`src/rtl/bus_trmnl_adptr_if.sv`:
```
// Bus-side port of one terminal: request/pop from the terminal's TX queue,
// push into the terminal's RX queue.
interface bus_trmnl_adptr_if #(
    parameter int pckg_sz = 16
);
    logic               pndng;
    logic               pop;
    logic [pckg_sz-1:0] D_pop;
    logic               push;
    logic [pckg_sz-1:0] D_push;

    // master: the bus/arbiter side
    modport master (input pndng, D_pop, output pop, push, D_push);
    // slave: the terminal adapter
    modport slave  (output pndng, D_pop, input pop, push, D_push);
endinterface

```
`src/rtl/bus_trmnl_adptr.sv`:
```
// Terminal adapter: TX FIFO toward the bus, address-filtered RX FIFO from it.
// Both queues are first-word fall-through with registered flags.
module bus_trmnl_adptr_fifo #(
    parameter int pckg_sz = 16,
    parameter int depth   = 8,
    localparam int AW     = $clog2(depth),
    localparam int CW     = AW + 1
) (
    input  logic               clk,
    input  logic               reset,
    input  logic               wr,
    input  logic [pckg_sz-1:0] wdata,
    input  logic               rd,
    output logic [pckg_sz-1:0] rdata,
    output logic               valid,
    output logic               full,
    output logic [CW-1:0]      cnt,
    output logic               drop
);
    logic [pckg_sz-1:0] mem [depth];
    logic [AW-1:0]      wr_ptr, rd_ptr;
    logic [CW-1:0]      cnt_nxt;
    logic               rd_eff, wr_acc;

    // A read only counts when data is present; a full queue still accepts a
    // write when the same-cycle read frees the slot.
    assign rd_eff = rd && valid;
    assign wr_acc = wr && (!full || rd_eff);
    assign drop   = wr && full && !rd_eff;
    assign rdata  = mem[rd_ptr];

    always_comb begin
        cnt_nxt = cnt;
        case ({wr_acc, rd_eff})
            2'b10:   cnt_nxt = cnt + 1'b1;
            2'b01:   cnt_nxt = cnt - 1'b1;
            default: cnt_nxt = cnt;
        endcase
    end

    always_ff @(posedge clk or negedge reset) begin
        if (!reset) begin
            wr_ptr <= '0;
            rd_ptr <= '0;
            cnt    <= '0;
            valid  <= 1'b0;
            full   <= 1'b0;
        end else begin
            if (wr_acc) wr_ptr <= wr_ptr + 1'b1;
            if (rd_eff) rd_ptr <= rd_ptr + 1'b1;
            cnt   <= cnt_nxt;
            valid <= (cnt_nxt != '0);
            full  <= (cnt_nxt == CW'(depth));
        end
    end

    // Storage is intentionally not reset.
    always_ff @(posedge clk) begin
        if (wr_acc) mem[wr_ptr] <= wdata;
    end
endmodule

module bus_trmnl_adptr #(
    parameter int         pckg_sz   = 16,
    parameter int         depth     = 8,
    parameter logic [7:0] id        = 8'd0,
    parameter logic [7:0] broadcast = 8'hFF,
    localparam int        CW        = $clog2(depth) + 1
) (
    input  logic               clk,
    input  logic               reset,
    input  logic               tx_wr,
    input  logic [pckg_sz-1:0] tx_data,
    output logic               tx_full,
    output logic               tx_ovf,
    input  logic               rx_rd,
    output logic               rx_valid,
    output logic [pckg_sz-1:0] rx_data,
    output logic [CW-1:0]      rx_cnt,
    output logic [7:0]         rx_drop_cnt,
    bus_trmnl_adptr_if.slave   bus
);
    logic [CW-1:0] tx_cnt;
    logic          tx_drop, rx_drop, rx_match;
    logic [7:0]    dst;

    assign dst      = bus.D_push[pckg_sz-1:pckg_sz-8];
    assign rx_match = bus.push && (dst == id || dst == broadcast);

    bus_trmnl_adptr_fifo #(.pckg_sz(pckg_sz), .depth(depth)) u_tx (
        .clk   (clk),
        .reset (reset),
        .wr    (tx_wr),
        .wdata (tx_data),
        .rd    (bus.pop),
        .rdata (bus.D_pop),
        .valid (bus.pndng),
        .full  (tx_full),
        .cnt   (tx_cnt),
        .drop  (tx_drop)
    );

    bus_trmnl_adptr_fifo #(.pckg_sz(pckg_sz), .depth(depth)) u_rx (
        .clk   (clk),
        .reset (reset),
        .wr    (rx_match),
        .wdata (bus.D_push),
        .rd    (rx_rd),
        .rdata (rx_data),
        .valid (rx_valid),
        .full  (),
        .cnt   (rx_cnt),
        .drop  (rx_drop)
    );

    always_ff @(posedge clk or negedge reset) begin
        if (!reset) begin
            tx_ovf      <= 1'b0;
            rx_drop_cnt <= '0;
        end else begin
            tx_ovf <= tx_drop;
            if (rx_drop && rx_drop_cnt != 8'hFF) rx_drop_cnt <= rx_drop_cnt + 1'b1;
        end
    end

    // TX occupancy is tracked for the flags only; no port exposes it.
    logic unused_tx_cnt;
    assign unused_tx_cnt = ^tx_cnt;
endmodule
```
`src/flat_wrapper.sv`:
```
// flat-port wrapper written by rule: the top's interface ports become plain ports
module bus_trmnl_adptr_flat 
#(
    parameter int         pckg_sz   = 16,
    parameter int         depth     = 8,
    parameter logic [7:0] id        = 8'd0,
    parameter logic [7:0] broadcast = 8'hFF,
    localparam int        CW        = $clog2(depth) + 1
)
  (clk, reset, tx_wr, tx_data, tx_full, tx_ovf, rx_rd, rx_valid, rx_data, rx_cnt, rx_drop_cnt, bus_pndng, bus_D_pop, bus_pop, bus_push, bus_D_push);
  bus_trmnl_adptr_if #(.pckg_sz(pckg_sz)) bus_i ();
  input  logic clk;
  input  logic reset;
  input  logic tx_wr;
  input  logic [pckg_sz-1:0] tx_data;
  output logic tx_full;
  output logic tx_ovf;
  input  logic rx_rd;
  output logic rx_valid;
  output logic [pckg_sz-1:0] rx_data;
  output logic [CW-1:0] rx_cnt;
  output logic [7:0] rx_drop_cnt;
  output wire logic [$bits(bus_i.pndng)-1:0] bus_pndng;
  output wire logic [$bits(bus_i.D_pop)-1:0] bus_D_pop;
  input wire logic [$bits(bus_i.pop)-1:0] bus_pop;
  input wire logic [$bits(bus_i.push)-1:0] bus_push;
  input wire logic [$bits(bus_i.D_push)-1:0] bus_D_push;
  assign bus_pndng = bus_i.pndng;
  assign bus_D_pop = bus_i.D_pop;
  assign bus_i.pop = bus_pop;
  assign bus_i.push = bus_push;
  assign bus_i.D_push = bus_D_push;
  bus_trmnl_adptr #(.pckg_sz(pckg_sz), .depth(depth), .id(id), .broadcast(broadcast)) u_core (.clk(clk), .reset(reset), .tx_wr(tx_wr), .tx_data(tx_data), .tx_full(tx_full), .tx_ovf(tx_ovf), .rx_rd(rx_rd), .rx_valid(rx_valid), .rx_data(rx_data), .rx_cnt(rx_cnt), .rx_drop_cnt(rx_drop_cnt), .bus(bus_i));
endmodule
```
`config.mk`:
```
export PLATFORM = sky130hd
export DESIGN_NAME = bus_trmnl_adptr_flat
export DESIGN_NICKNAME = d
export VERILOG_FILES = /design/src/rtl/bus_trmnl_adptr_if.sv /design/src/rtl/bus_trmnl_adptr.sv /design/src/flat_wrapper.sv
export SDC_FILE = /design/constraint.sdc
export NUM_CORES = 1
export LEC_CHECK = 0
export CAP_MARGIN = 5
export CELL_PAD_IN_SITES_DETAIL_PLACEMENT = 1
export CELL_PAD_IN_SITES_GLOBAL_PLACEMENT = 2
export CORE_MARGIN = 5
export CORE_UTILIZATION = 45
export CTS_CLUSTER_SIZE = 14
export DETAILED_ROUTE_END_ITERATION = 8
export MAX_ROUTING_LAYER = met4
export PLACE_DENSITY = 0.76
export SLEW_MARGIN = 20
export SYNTH_ARGS = -nofsm -noshare
export SYNTH_HDL_FRONTEND = slang
export SYNTH_SLANG_ARGS = --single-unit
```
`constraint.sdc`:
```
create_clock -name clk -period 4.25 [get_ports clk]
set_input_delay 0.425 -clock clk [delete_from_list [all_inputs] [get_ports clk]]
set_output_delay 0.425 -clock clk [all_outputs]
set_load 0.03 [all_outputs]
```
==> flow_metrics.py <==
metrics = {
    "sta": {
        "holdWs_ns": 0.491,
        "final_hold_viol_count": 0,
        "fin_crit_sh": 0.808,
        "fmax_mhz": 291,
        "skew_ns": 0.0125,
        "rsz0062_at_grt": "no",
        "setup_viol": 0,
        "period_needed_ns": 3.44,
        "timing.setup.tns_ns": 0,
        "worstMarginPinSlew_ns": 1.02,
        "final_max_slew_viol_count": 0,
        "max_slew_margin": 0.321,
    },
    "cells_and_area": {
        "fin_util": 0.550,
        "finish.net_count": 707,
        "layoutNonFillerInstCount": 1010,
        "synthToLayoutAreaGrowth_pct": 21.0,
        "drive_above_1_share": 0.271,
    },
    "setup_path": {
        "cp-endpoint": "u_core.u_rx.valid",
        "crit_path_max_incr_delay_ns": 0.63,
        "end_kind": "register",
        "critPathLaunch": "bus_D_push[13]",
        "rr_startpoint": "u_core.u_rx.valid",
        "critical_path_class": "in -> reg",
        "cp_top_family": "simple AND/OR/NAND/NOR gates",
        "path_depth": 10,
        "cpMaxStageDelayCell": "or4_4",
        "r2r-end": "u_core.u_rx.valid",
        "r2r_cells": 9,
        "start_kind": "input port",
        "cp.required_ns": 4.65,
        "reg2reg_setup_slack_ns": 1.42,
        "path_buf_inv": 2,
        "cp.arrival_ns": 3.83,
        "path_cells": "clkdlybuf4s50_1, or4_4, nor2_4, o211ai_2, buf_4, ha_1, or3_1, o32ai_1, xnor2_1, or4b_2",
        "cp_max_fo": 10,
    },
    "logic_synthesis": {
        "synth.distinct_cells": 37,
        "yosys.area_share.simple": 0.0323,
        "ys.warnings.count": 0,
        "synth_nets": 591,
        "yosys.area_share.adder": 0.0139,
        "synth_seq_area_share": 0.751,
        "syn_area_per_cell_sq_um": 21.0,
        "synth_area_leaders": "edfxtp_1 (68%), mux4_2 (13%), dfrtp_1 (7.3%), mux2_2 (3.8%), ha_1 (1.2%)",
        "ys_ff_latch": 289,
        "synth.area.mux_share": 0.166,
        "synth_top_family_by_area": "multiplexers",
        "synth_compound_area_frac": 0.00773,
        "synth_xor_area_frac": 0.0170,
        "yosys.area.top_type": "edfxtp_1",
        "netlist_area_sq_mm": 0.0113,
        "syn-instance-count": 541,
        "yosysTopAreaCellShare": 0.678,
    },
    "drt": {
        "wirelength_mm": 23.1,
        "drtAntennaViolNets": 0,
        "vias_per_cell": 5.47,
        "first_pass_iters": 6,
        "routed-via-count": 5525,
        "drc": 0,
        "drt_iter0_markers": 280,
        "wl_per_cell_microns": 22.9,
    },
    "die": {
        "core_sq_mm": 0.0250,
        "fp.dieW_microns": 169,
        "placementRows": 58,
        "die_y_microns": 169,
        "pin_count": 86,
        "initial_core_util": 0.454,
        "dieArea_sq_mm": 0.0285,
    },
    "clock_tree": {
        "numClockSinks": 289,
        "cts_tree": "built",
        "hold_buffers": 1,
        "cts_resized": 0,
        "cts.path.max_buffers": 3,
        "ctsRootBufferMaster": "clkbuf_16",
        "htree_num_levels": 1,
        "cts_made_buffers": 29,
        "insertion_delay_ns": 0.54,
        "cts.clk_slew.worst_paths_ns": 0.06,
        "postCtsSetupBuffers": 0,
    },
    "pwr": {
        "p_switching_mw": 2.84,
        "p_leak_nw": 4.62,
        "p_clk_frac": 0.276,
        "switching_share": 0.306,
        "internal_power_mw": 6.43,
        "p_comb_frac": 0.328,
        "seqPwrFrac": 0.396,
        "p_per_area_mw_per_mm2": 676,
        "power.total_mw": 9.27,
        "ir_worst_vdd_v": 0.000480,
    },
    "placement": {
        "post-dp-hpwl_mm": 13.9,
        "routabilityCongestion": 0.756,
        "io_buffers": 85,
        "placed_cells": 955,
    },
    "min_path": {
        "worstHoldPathCells": 2,
        "hp-class": "in -> reg",
    },
    "global_route": {
        "gr-usage-all-layers": 0.169,
        "grt_start_max_net_pins": 35,
        "overflow": 0,
        "antenna_found_initial": 1,
        "grt_pass1_vias": 6178,
        "grt_pass1_wl_mm": 36.1,
    },
    "run": {
        "max-cap-violations": 0,
    },
    "status": {
        "run_status": "finished clean",
    },
}
[how the worst min path moves through the flow]
| stage | startpoint | endpoint | slack [ns] |
|---|---|---|---|
| 6_report | tx_wr | u_core.tx_ovf | 0.49 |
| 3_5_place_dp | u_core.rx_drop_cnt[6] | u_core.rx_drop_cnt[6] | 0.51 |
| 2_1_floorplan | reset | u_core.rx_drop_cnt[0] | 0.13 |
| 5_1_grt | tx_wr | u_core.tx_ovf | 0.50 |
| 4_1_cts | tx_wr | u_core.tx_ovf | 0.48 |
| 3_3_place_gp | u_core.rx_drop_cnt[6] | u_core.rx_drop_cnt[6] | 0.49 |
[cells in the mapped netlist]
| master | n |
|---|---|
| o211ai_1 | 1 |
| mux2i_1 | 1 |
| buf_2 | 6 |
| nor2_1 | 14 |
| inv_1 | 13 |
| o32ai_1 | 1 |
| a21o_1 | 1 |
| nand4_1 | 4 |
| a21oi_1 | 4 |
| or4b_2 | 1 |
| nor4b_1 | 2 |
| and2_1 | 1 |
| nand3_1 | 4 |
| dfrtp_1 | 33 |
| nand2_1 | 17 |
| a31oi_1 | 1 |
| nor4_1 | 6 |
| and3_1 | 1 |
| mux2_2 | 38 |
| nor3_1 | 7 |
| nor2_4 | 1 |
| fa_1 | 1 |
| o211ai_2 | 1 |
| edfxtp_1 | 256 |
| nor3b_1 | 2 |
| nand2b_1 | 3 |
| buf_1 | 3 |
| clkbuf_1 | 13 |
| o2111ai_1 | 1 |
| xor2_1 | 14 |
| mux4_2 | 64 |
| nor2b_1 | 3 |
| o21ai_4 | 1 |
| xnor2_1 | 8 |
| ha_1 | 11 |
| or3_1 | 1 |
| or4_4 | 2 |
[cells by family after synthesis]
family          Yosys count
flops                   289
simple gates             69
mux                     103
compound gates           11
fa+ha+maj                12
xor+xnor                 22
buf+inv                  35
[power groups by stage]
stage               Sequential [mW]  Clock, mW  Combinational (mW)
floorplan                      3.58          0                2.13
global placement               3.72          0                3.01
detailed placement             3.75          0                3.08
CTS                            3.69       2.63                3.11
global route                   3.71       2.77                3.23
finish                         3.67       2.56                3.04
[state kept, by name (all words and copies together) (netlist names)]
register and flops:
u_core.u_tx.cnt 4, u_core.u_rx.full 1, u_core.u_rx.rd_ptr 3, u_core.u_tx.mem 128, u_core.u_tx.valid 1, u_core.tx_ovf 1, u_core.u_rx.valid 1, u_core.u_tx.rd_ptr 3
u_core.u_rx.cnt 4, u_core.u_tx.wr_ptr 3, u_core.u_rx.mem 128, u_core.rx_drop_cnt 8, u_core.u_rx.wr_ptr 3, u_core.u_tx.full 1
[per-layer routing]
metal	GRT usage	up-vias	share of wire
met1	0.223	2935	0.43
met4	0.0328	0	0.012
li1	-	2431	-
met3	0.0269	28	0.049
met5	-	-	0
met2	0.284	131	0.51
[layout by cell type (no fill, tap or decap), types with 2 or more instances in the layout]
| master | n |
|---|---|
| clkinv_1 | 7 |
| buf_12 | 2 |
| nor2_1 | 14 |
| nor3b_2 | 2 |
| clkdlybuf4s50_1 | 84 |
| nor4_1 | 5 |
| nand2_1 | 17 |
| xnor2_1 | 8 |
| buf_4 | 19 |
| dfrtp_2 | 2 |
| edfxtp_1 | 256 |
| clkbuf_16 | 29 |
| inv_1 | 13 |
| nand4_1 | 4 |
| nor4b_2 | 2 |
| xor2_1 | 14 |
| dfrtp_1 | 31 |
| nand3_1 | 4 |
| mux2_2 | 38 |
| nor2b_1 | 3 |
| a21oi_1 | 4 |
| clkbuf_1 | 3 |
| nor3_2 | 3 |
| clkinv_2 | 8 |
| nand2b_1 | 3 |
| ha_1 | 11 |
| bufinv_16 | 5 |
| mux4_2 | 64 |
| nor3_1 | 3 |
| or4_4 | 2 |
[layout make-up]
cell class | count | area [sq um]
flip-flops and latches | 289 | 8520
fillers | 2219 | 11200
inverters | 13 | 48.8
clock buffers | 32 | 737
repair buffers | 107 | 1040
multi-input cells | 217 | 2740
well taps | 330 | 413
diodes | 1 | 2.50
clock inverters | 21 | 225
[stage by stage]
step / instance area [sq um] / setup slack, ns
floorplan: 11300 / 0.710
global placement: 12700 / 0.402
detailed placement: 12700 / 0.263
CTS: 13700 / 0.764
global route: 13700 / 0.690
finish: 13700 / 0.814
Note: power is estimated with default switching activity, not from simulation.
